<file path="config.mk">
export PLATFORM = sky130hd
export DESIGN_NAME = bnn_mlp_pipe
export DESIGN_NICKNAME = d
export VERILOG_FILES = /design/src/rtl/bnn_mlp_pipe.sv
export SDC_FILE = /design/constraint.sdc
export NUM_CORES = 1
export LEC_CHECK = 0
export BUFFER_PORTS_ARGS = -buffer_cell sky130_fd_sc_hd__buf_2
export CORE_MARGIN = 1
export CORE_UTILIZATION = 35
export CTS_CLUSTER_DIAMETER = 60
export DETAILED_ROUTE_END_ITERATION = 8
export GPL_TIMING_DRIVEN = 0
export HOLD_SLACK_MARGIN = 0.15
export PLACE_DENSITY_LB_ADDON = 0.12
export SLEW_MARGIN = 10
export SYNTH_ARGS = -nofsm -noshare
export SYNTH_HDL_FRONTEND = slang
export SYNTH_SLANG_ARGS = --single-unit
</file>
<file path="constraint.sdc">
create_clock -name clk -period 7.65 [get_ports clk]
set_clock_uncertainty 0.15 [all_clocks]
set_input_delay 0.765 -clock clk [delete_from_list [all_inputs] [get_ports clk]]
set_output_delay 0.765 -clock clk [all_outputs]
set_load 0.005 [all_outputs]
</file>
<file path="src/rtl/bnn_mlp_pipe.sv">
// Two-layer XNOR-popcount binary MLP with chunk-serial weight/threshold loader
// and a two-stage valid/ready inference pipeline reporting an argmax class.
module bnn_mlp_pipe #(
  parameter int unsigned N_IN   = 8,
  parameter int unsigned N_HID  = 8,
  parameter int unsigned N_OUT  = 4,
  parameter int unsigned CHUNK  = 4,
  parameter int unsigned THR_L1 = 6,
  parameter int unsigned THR_L2 = 6
) (
  input  logic                       clk,
  input  logic                       reset,
  input  logic                       ena,
  input  logic                       load_start,
  input  logic                       load_valid,
  input  logic [CHUNK-1:0]           load_data,
  output logic                       load_busy,
  output logic                       load_done,
  input  logic                       in_valid,
  output logic                       in_ready,
  input  logic [N_IN-1:0]            in_data,
  output logic [N_HID-1:0]           hid_data,
  output logic                       out_valid,
  input  logic                       out_ready,
  output logic [N_OUT-1:0]           out_data,
  output logic [$clog2(N_OUT)-1:0]   out_class
);

  localparam int unsigned MAXW = (N_IN > N_HID) ? N_IN : N_HID;
  localparam int unsigned TW   = $clog2(MAXW + 1);
  localparam int unsigned CLW  = $clog2(N_OUT);
  localparam int unsigned HIW  = $clog2(N_HID);
  localparam int unsigned NREC = N_HID + N_OUT + 2;
  localparam int unsigned RW   = $clog2(NREC);
  localparam int unsigned MAXB = (MAXW + CHUNK - 1) / CHUNK;
  localparam int unsigned BW   = (MAXB > 1) ? $clog2(MAXB) : 1;
  localparam int unsigned BUFW = MAXB * CHUNK;
  localparam int unsigned B_W1 = (N_IN + CHUNK - 1) / CHUNK;
  localparam int unsigned B_W2 = (N_HID + CHUNK - 1) / CHUNK;
  localparam int unsigned B_T  = (TW + CHUNK - 1) / CHUNK;

  typedef enum logic {IDLE, LOAD} state_t;

  state_t              state;
  logic [RW-1:0]       rec;
  logic [BW-1:0]       beat;
  logic [BUFW-1:0]     buf_q;
  logic [N_IN-1:0]     w1 [N_HID];
  logic [N_HID-1:0]    w2 [N_OUT];
  logic [TW-1:0]       t1, t2;
  logic                v1, v2;

  logic [BUFW-1:0]     word_c;
  logic [BW-1:0]       last_beat_c;
  logic [HIW-1:0]      w1_idx_c;
  logic [CLW-1:0]      w2_idx_c;
  logic                adv2_c, acc1_c, pipe_empty_c;
  logic [TW-1:0]       pop1 [N_HID];
  logic [TW-1:0]       pop2 [N_OUT];
  logic [TW-1:0]       best_c;
  logic [N_HID-1:0]    hid_c;
  logic [N_OUT-1:0]    out_c;
  logic [CLW-1:0]      cls_c;

  assign pipe_empty_c = !v1 && !v2;
  assign adv2_c       = v1 && (!v2 || out_ready);
  assign in_ready     = !reset && ena && (state == IDLE) && (!v1 || adv2_c);
  assign acc1_c       = in_valid && in_ready;
  assign out_valid    = v2;
  assign load_busy    = (state == LOAD);
  assign w1_idx_c     = HIW'(rec);
  assign w2_idx_c     = CLW'(rec - RW'(N_HID));

  // Current beat merged into the record buffer so the last beat commits the same cycle
  always_comb begin
    word_c = buf_q;
    word_c[int'(beat) * CHUNK +: CHUNK] = load_data;
    if (rec < RW'(N_HID))              last_beat_c = BW'(B_W1 - 1);
    else if (rec < RW'(N_HID + N_OUT)) last_beat_c = BW'(B_W2 - 1);
    else                               last_beat_c = BW'(B_T - 1);
  end

  always_comb begin
    for (int i = 0; i < N_HID; i++) begin
      pop1[i] = '0;
      for (int j = 0; j < N_IN; j++) pop1[i] = pop1[i] + TW'(~(in_data[j] ^ w1[i][j]));
      hid_c[i] = ({1'b0, pop1[i]} >= {1'b0, t1});
    end
  end

  // Layer 2 on the registered hidden vector; argmax on raw popcounts, ties to lowest index
  always_comb begin
    for (int k = 0; k < N_OUT; k++) begin
      pop2[k] = '0;
      for (int j = 0; j < N_HID; j++) pop2[k] = pop2[k] + TW'(~(hid_data[j] ^ w2[k][j]));
      out_c[k] = ({1'b0, pop2[k]} >= {1'b0, t2});
    end
    best_c = pop2[0];
    cls_c  = '0;
    for (int k = 1; k < N_OUT; k++) begin
      if (pop2[k] > best_c) begin
        best_c = pop2[k];
        cls_c  = CLW'(k);
      end
    end
  end

  always_ff @(posedge clk or posedge reset) begin
    if (reset) begin
      state     <= IDLE;
      rec       <= '0;
      beat      <= '0;
      buf_q     <= '0;
      load_done <= 1'b0;
      t1        <= TW'(THR_L1);
      t2        <= TW'(THR_L2);
      for (int i = 0; i < N_HID; i++) w1[i] <= '0;
      for (int k = 0; k < N_OUT; k++) w2[k] <= '0;
    end else if (ena) begin
      load_done <= 1'b0;
      if (load_start && pipe_empty_c) begin
        state <= LOAD;
        rec   <= '0;
        beat  <= '0;
      end else if (state == LOAD && load_valid) begin
        buf_q <= word_c;
        if (beat == last_beat_c) begin
          beat <= '0;
          if (rec < RW'(N_HID))              w1[w1_idx_c] <= word_c[N_IN-1:0];
          else if (rec < RW'(N_HID + N_OUT)) w2[w2_idx_c] <= word_c[N_HID-1:0];
          else if (rec == RW'(N_HID + N_OUT)) t1 <= word_c[TW-1:0];
          else                               t2 <= word_c[TW-1:0];
          if (rec == RW'(NREC - 1)) begin
            state     <= IDLE;
            rec       <= '0;
            load_done <= 1'b1;
          end else begin
            rec <= rec + RW'(1);
          end
        end else begin
          beat <= beat + BW'(1);
        end
      end
    end
  end

  always_ff @(posedge clk or posedge reset) begin
    if (reset) begin
      v1        <= 1'b0;
      v2        <= 1'b0;
      hid_data  <= '0;
      out_data  <= '0;
      out_class <= '0;
    end else if (ena) begin
      if (acc1_c) begin
        hid_data <= hid_c;
        v1       <= 1'b1;
      end else if (adv2_c) begin
        v1 <= 1'b0;
      end
      if (adv2_c) begin
        out_data  <= out_c;
        out_class <= cls_c;
        v2        <= 1'b1;
      end else if (out_ready) begin
        v2 <= 1'b0;
      end
    end
  end

endmodule

</file>
Word level (Yosys, flattened, before mapping) --
Cells that the tools add are included.
Operators by class: equal/unequal tests 3, shift operators 2, bitwise operators 199, reductions and logical operators 32, multiplexer cells 33, magnitude comparators 21, $add $sub $neg 88
Operators with widths (number):
- $not A1 Y4 | 96
- $add A4 B4 Y4 | 84
- $xor A1 B1 Y1 | 96
- $bwmux W64 | 1
- $ge A4 B4 Y1 | 12
- $neg A3 Y34 | 1
- $shift A4 B34 Y8 const A | 1
- $shiftx A4 B34 Y8 | 1
- $bwmux W32 | 1
- $demux W8 S3 | 1
- $mux W4 | 6
- $mux W1 | 18
- $demux W8 S2 | 1
- $mux W8 | 2
- $reduce_and A7 Y1 | 2
- $gt A4 B4 Y1 | 3
- $logic_and A1 B1 Y1 | 10
- $reduce_and A2 Y1 | 5
- $reduce_bool A2 Y1 | 5
- $bwmux W8 | 1
- $eq A4 B4 Y1 const B | 2
- $lt A4 B4 Y1 const B | 2
- $reduce_and A3 Y1 | 2
- $reduce_and A6 Y1 | 1
- 16 further kinds | 24
Word-level totals: output and inout port bits 18, flip-flop bits (word level) 135, word-level logic and storage cells 402

Longest topological paths before layout --
Gate-level depths: netlist of the first run.
depth after elaboration 15, mapped depth 30, mapped depth without buffers 28

Worst setup path after synthesis of the first run --
Ideal clock, no wire load.
path type reg-to-reg, start register hid_data[0], end register out_class[0], cell stages (with the launch flop) 30, path slack 1.212 ns, arrival 6.156 ns, setup time 0.131 ns, data required time 7.369 ns, period minus slack after synthesis 6.438 ns, path through dfrtp_1 -> clkbuf_1 -> xnor2_1 -> fa_1 -> inv_1 -> fa_1 -> fa_1 -> inv_1 -> ha_1 -> inv_1 -> fa_1 -> inv_1 -> ha_1 -> nor2b_1 -> o21a_1 -> maj3_2 -> a21boi_1 -> mux2i_1 -> ha_1 -> nand3b_1 -> nand2_1 -> nand2_1 -> clkbuf_1 -> a2bb2oi_1 -> nand3_1 -> ha_1 -> a21oi_1 -> o21ai_0 -> a211oi_1 -> a211oi_1
On the way: word-level cells in the longest chain between the ends 15, elaborated cells on any way between the ends 44
Ends and longest elaborated chain:
- start, declared | line 22 | output logic [N_HID-1:0] hid_data,
- start signal, assigned | line 156 | hid_data <= hid_c;
- $xor A1 B1 Y1 | line 95 | for (int j = 0; j < N_HID; j++) pop2[k] = pop2[k] + TW'(~(hid_data[j] ^ w2[k][j]));
- $not A1 Y4 | line 95
- $add A4 B4 Y4 (7 in series) | line 95
- $gt A4 B4 Y1 | line 101 | if (pop2[k] > best_c) begin
- $mux W4 | line 101
- $gt A4 B4 Y1 | line 101
- $mux W4 | line 101
- $gt A4 B4 Y1 | line 101
- $mux W2 * | line 101
- end signal, assigned | line 163 | out_class <= cls_c;
- end, declared | line 26 | output logic [$clog2(N_OUT)-1:0] out_class
Every way passes the cells marked *; elsewhere a longest branch is shown, timed or not. A chain may end at the register's enable or synchronous reset.

Worst setup path in the final report of the first run --
start register hid_data[1], end register out_class[0]
Same word-level chain as after synthesis.

==> results by group, run 1 <==
Run status
  – Status: completed

CTS
  – Reg clk slew, reported paths: 0.07 ns
  – Hold-fix buffers, CTS: 0
  – Post-CTS Setup Bufs: 0
  – Worst-case clock buffer depth: 2
  – CTS sink count: 135
  – Later-pin clock latency in the skew report: 0.43 ns
  – CTS tree: built
  – Post-CTS sizing: 0
  – CTS Buf Count: 17
  – CTS root buf: clkbuf_16
  – H-tree depth: 4

Yosys
  – Post-Synth Simple-Gate Area: 0.1192
  – Post-synthesis mux area share: 0.01890
  – Ys async rst share: 1.000
  – Synth Area in Adders: 0.2277
  – Most common cell in the netlist: dfrtp_1
  – Top cell type's share of synthesized area: 0.3438
  – Number of synthesized flops with an enable pin: 0
  – Yosys reg bits: 135
  – Area contributors post-synth: dfrtp_1 34%, ha_1 12%, fa_1 10%, xor2_1 5.5%, xnor2_1 4.4%
  – Yosys synthesis warning count: 0
  – Post-synth top flop: dfrtp_1
  – Sequential area share after synthesis: 0.3549
  – Avg Cell Area, Syn: 9.973 um^2
  – Cell taking the most area after synthesis: dfrtp_1
  – Xor and xnor area share after synthesis: 0.09921
  – Compound-cell area share of the yosys netlist: 0.1193
  – Synth Net Count: 1,118
  – Cells after Synth: 956
  – Largest family of logic cells by synthesized area: adder cells
  – Mapped cell area: 0.009534 mm^2
  – Netlist cell types: 56
  – Synth top cells by count: 131 x dfrtp_1, 96 x nand2_1, 95 x ha_1

Floorplan
  – I/O Pins: 37
  – Chip width: 167.0 um
  – Core area: 0.02680 mm^2
  – Initial Util: 0.3557
  – # rows: 60
  – Die area: 0.02790 mm^2
  – Chip height: 167.0 um

Power
  – PwrDens: 298.7 mW/mm^2
  – Peak supply drop: 0.1373 mV
  – Total power: 3.205 mW
  – Leakage dissipation: 5.369 nW

Detailed routing
  – Met2 WL post-DR: 11,730 um
  – Remaining DRCs: 0
  – Post-route ant nets: 0
  – Post-Route M1 WL: 11,030 um
  – Routed wl met3: 557 um
  – 1st-pass router iterations: 4
  – Top Layer Used: met4
  – WL final: 23,700 um
  – Vias/cell: 4.755
  – WL/cell: 17.49 um
  – Total number of vias: 6,443
  – DR iter-0 viols: 211

Critical path
  – Arr. time, crit path: 7.36 ns
  – Element type at the critical path end: flip-flop
  – Critical path class: flip-flop to flip-flop
  – R2R depth: 27
  – Critical Path RT: 7.83 ns
  – Slowest stage delay, CP: 0.56 ns
  – Crit path launch type: flip-flop
  – CP max FO: 10
  – Critical Path Slowest Stage Cell: fa_1

Timing
  – Period utilisation layout: 0.9391
  – Hold Violations, Final: 0
  – RSZ-0062 raised after global routing: false
  – Max-slew violations: 0
  – Setup_tns: 0 ns
  – Worst-margin pin slew: 0.9961 ns
  – Headroom to the max-slew limit: 0.3359
  – Tmin final: 7.184 ns
  – Fmax: 139.2 MHz
  – Endpoints failing setup: 0

Min path
  – Worst min path class: input port to asynchronous set/reset pin

Placed design
  – Number of port buffers: 28
  – Routability congestion estimate: 0.7815
  – DP Wirelength: 17,400 um
  – Area of placed instances: 0.01014 mm^2

Job
  – Max_cap viols: 0

Layout
  – Layout cells sized above 1: 0.1105
  – Post-route cell area: 0.01073 mm^2
  – Number of diodes: 0
  – P&R area growth vs syn: 12.56%
  – Nets: 1,163

Global route
  – Initial antenna violation count: 1
  – GR Overflow Total: 0
  – First-pass GRT wire length: 38,380 um
  – Vias in the first global route: 6,681
  – Gr usage total: 0.1836
  – Pin count of the biggest net entering global routing: 69
## layout by cell type, fill, tap and decap left out, drive strengths merged, types with 7 or more instances in the layout
cell,instances
clkbuf,47
xor2,60
and3,7
nor2,55
o21ai,95
nand4,8
a21o,18
fa,48
nand2b,14
mux2i,12
dfrtp,131
ha,95
a21oi,69
buf,51
nor2b,18
xnor2,48
nand2,96
inv,84
## critical path, delay by kind of cell, from the launching register on
| kind | cells | cell delay, ns |
|---|---|---|
| xor gates and xnor gates | 1 | 0.21 |
| DFF | 1 | 0.51 |
| adders and majority gates | 9 | 3.51 |
| buffers and inverters | 5 | 0.50 |
| AOI/OAI and AO/OA | 8 | 1.54 |
| and+or+nand+nor | 3 | 0.43 |
| muxes | 1 | 0.24 |
## per-stage QoR
step,hold WS [ns],setup slack (ns),utilization,std cells
3_3_place_gp,0.3115,0.2041,0.3769,1325
6_report,0.2533,0.4658,0.4004,1355
5_1_grt,0.2761,0.007968,0.4004,1355
3_5_place_dp,0.3250,0.1632,0.3782,1326
2_1_floorplan,0.2992,1.212,-,956
4_1_cts,0.2610,0.1194,0.4007,1358
## report_power, final
part           internal (mW)  switching [mW]
clock network          0.517           0.340
registers              0.781          0.0431
logic                  0.683           0.840
## area by class of cell
class	count	area (um^2)
flip-flops and latches	135	3385
clock inverters	13	171.4
fillers	2669	16070
well taps	341	426.7
multi-input cells	688	5570
repair buffers	29	167.7
inverters	80	307.8
plain buffers	50	270.3
clock buffers	19	432.9
## cells by family after synthesis
family          Yosys count
compound gates          204
xor+xnor                108
fa+ha+maj               145
buf+inv                 133
flops                   135
mux                      17
simple gates            214
## path summary, 6_finish.rpt
path                                               from                       end  slack, ns
min in group clk                   buf_q[7]$_DFFE_PP0P_      buf_q[7]$_DFFE_PP0P_       0.33
worst max register to register  hid_data[1]$_DFFE_PP0P_  out_class[0]$_DFFE_PP0P_       0.47
max in group asynchronous                         reset   hid_data[0]$_DFFE_PP0P_       6.38
worst max-delay path            hid_data[1]$_DFFE_PP0P_  out_class[0]$_DFFE_PP0P_       0.47
worst min register to register     buf_q[7]$_DFFE_PP0P_      buf_q[7]$_DFFE_PP0P_       0.33
worst min-delay path                              reset     load_busy$_DFFE_PP0P_       0.25
## registers in the layout, summed over array words and instances, names as in the netlist
name       flops
v1             1
hid_data       8
t1             4
t2             4
rec            4
w2            32
load_done      1
load_busy      1
out_class      2
buf_q          8
w1            64
beat           1
out_valid      1
out_data       4
## metal layers
metal | GRT usage | vias up
met4 | 0.05395 | 0
met3 | 0.02567 | 23
li1 | - | 3272
met5 | 0 | -
met2 | 0.3160 | 57
met1 | 0.2387 | 3091
Power figures use the tool's default switching activity.
==> inputs of run 2 (changes only) <==
- CTS_BUF_LIST: default -> sky130_fd_sc_hd__clkbuf_2
==> results by group, run 2 (synthesis gave the netlist of run 1 again) <==
Layout
  – Most flop-heavy register: w1
  – Commonest non-fill, non-tap cell in the layout: dfrtp_1
  – Top Registers: w1 (64), w2 (32)
  – Storage cell area: 0.003387 mm^2
  – Most frequent cells in the layout: 128 x dfrtp_1, 96 x nand2_1, 95 x ha_1, 78 x inv_1, 69 x a21oi_1
  – Nets: 1,166
  – Finished Layout Cells: 1,359
  – Area taken by multi-input logic gates: 0.005574 mm^2
  – Layout Utilization: 0.3893
  – Post-route cell area: 0.01043 mm^2
  – Fillcell total: 2,717
  – Layout cells sized above 1: 0.1150
  – Max FFs per register: 64
  – P&R area growth vs syn: 9.423%

Critical path
  – Element type at the critical path end: flip-flop
  – Slowest stage delay, CP: 0.58 ns
  – CP max FO: 10
  – Worst setup path end: out_class[0]$_DFFE_PP0P_
  – Critical Path RT: 8.16 ns
  – R2R depth: 27
  – Worst r2r dst: out_class[0]$_DFFE_PP0P_
  – Worst R2R Start: hid_data[0]$_DFFE_PP0P_
  – Arr. time, crit path: 7.63 ns
  – Crit. Startpoint: hid_data[0]$_DFFE_PP0P_
  – Critical path class: flip-flop to flip-flop
  – Crit path launch type: flip-flop
  – Flop-to-flop setup slack: 0.53 ns
  – Critical Path Slowest Stage Cell: fa_1

Detailed routing
  – Post-route ant nets: 0
  – Remaining DRCs: 0
  – Vias/cell: 4.750
  – WL final: 23,650 um
  – WL/cell: 17.40 um
  – Total number of vias: 6,455
  – DR iter-0 viols: 257
  – 1st-pass router iterations: 4

Placed design
  – Pre-CTS setup slack: 0.1632 ns
  – DP Wirelength: 17,400 um
  – Cell Count Post-Placement: 1,326
  – Area of placed instances: 0.01014 mm^2
  – Routability congestion estimate: 0.7815
  – Number of port buffers: 28

Global route
  – Gr usage total: 0.1833
  – Initial antenna violation count: 2
  – Pin count of the biggest net entering global routing: 69
  – GR Overflow Total: 0
  – Vias in the first global route: 6,652
  – First-pass GRT wire length: 38,340 um

Job
  – Max_cap viols: 0

Timing
  – Worst-margin pin slew: 0.9727 ns
  – RSZ-0062 raised after global routing: false
  – Period utilisation layout: 0.9310
  – Hold Violations, Final: 0
  – Setup_tns: 0 ns
  – Hold_ws: 0.2493 ns
  – Tmin final: 7.122 ns
  – Fmax: 140.4 MHz
  – Endpoints failing setup: 0
  – Fin worst setup slack: 0.5279 ns
  – Max-slew violations: 0
  – Headroom to the max-slew limit: 0.3516

Floorplan
  – Die area: 0.02790 mm^2
  – Initial Util: 0.3557
  – I/O Pins: 37
  – Chip width: 167.0 um
  – Chip height: 167.0 um
  – # rows: 60
  – Core area: 0.02680 mm^2

CTS
  – CTS root buf: clkbuf_2
  – Later-pin clock latency in the skew report: 0.76 ns
  – CTS Buf Count: 17
  – Worst-case clock buffer depth: 2
  – H-tree depth: 4
  – Reg clk slew, reported paths: 0.25 ns
  – CTS sink count: 135
  – CTS tree: built

Min path
  – Worst min path class: input port to flip-flop

Run status
  – Status: completed

Power
  – Leakage dissipation: 5.246 nW
  – Peak supply drop: 0.1371 mV
  – Total power: 2.846 mW
  – PwrDens: 272.8 mW/mm^2
[run 2: cell count changes in the layout (fill, tap and decap cells not counted), sizes merged]
| cell | before | now |
|---|---|---|
| diode | 0 | 1 |
| dlygate4sd3 | 0 | 3 |
[run 2: where the power goes]
part / internal (mW) / switching, mW
clock network: 0.189 / 0.303
registers: 0.781 / 0.0430
logic: 0.687 / 0.843
total: 1.66 / 1.19
[run 2: how the worst min path moves through the flow]
stage	start	endpoint	slack, ns	cells past startpoint
after floorplan	buf_q[4]$_DFFE_PP0P_	buf_q[4]$_DFFE_PP0P_	0.30	2
after global placement	buf_q[4]$_DFFE_PP0P_	buf_q[4]$_DFFE_PP0P_	0.31	2
after detailed placement	buf_q[6]$_DFFE_PP0P_	buf_q[6]$_DFFE_PP0P_	0.32	2
after CTS	load_valid	load_busy$_DFFE_PP0P_	0.16	3
after global routing	ena	load_busy$_DFFE_PP0P_	0.17	3
final	ena	load_busy$_DFFE_PP0P_	0.25	3
[run 2: critical path, delay by kind of cell, from the launching register on]
family | cells | cell delay, ns
adders and majority gates | 9 | 3.55
AOI/OAI and AO/OA | 8 | 1.45
DFF | 1 | 0.56
buffers and inverters | 5 | 0.50
and+or+nand+nor | 3 | 0.43
muxes | 1 | 0.22
xor gates and xnor gates | 1 | 0.18
[run 2: cell type report]
class | instances | area share
diodes | 1 | 0.0002399
well taps | 341 | 0.04090
repair buffers | 32 | 0.01895
clock buffers | 19 | 0.009115
flip-flops and latches | 135 | 0.3247
inverters | 80 | 0.02950
plain buffers | 50 | 0.02591
clock inverters | 13 | 0.01643
multi-input cells | 688 | 0.5343
[run 2: repair_timing]
item	4_1_cts	5_1_grt
hold buffers	2	1
endpoints found under the setup margin	0	2
resized for setup	0	6
setup buffers	0	0
hold endpoints to repair	65	1
[run 2: metal layers]
metal / vias to the layer above / routed length [um] / global-route usage / part of all wire
met4: 0 / 338 / 0.04670 / 0.014
met1: 3094 / 11040 / 0.2379 / 0.47
met3: 20 / 580 / 0.03066 / 0.025
met2: 62 / 11700 / 0.3153 / 0.49
li1: 3279 / - / - / -
met5: - / 0 / 0 / 0
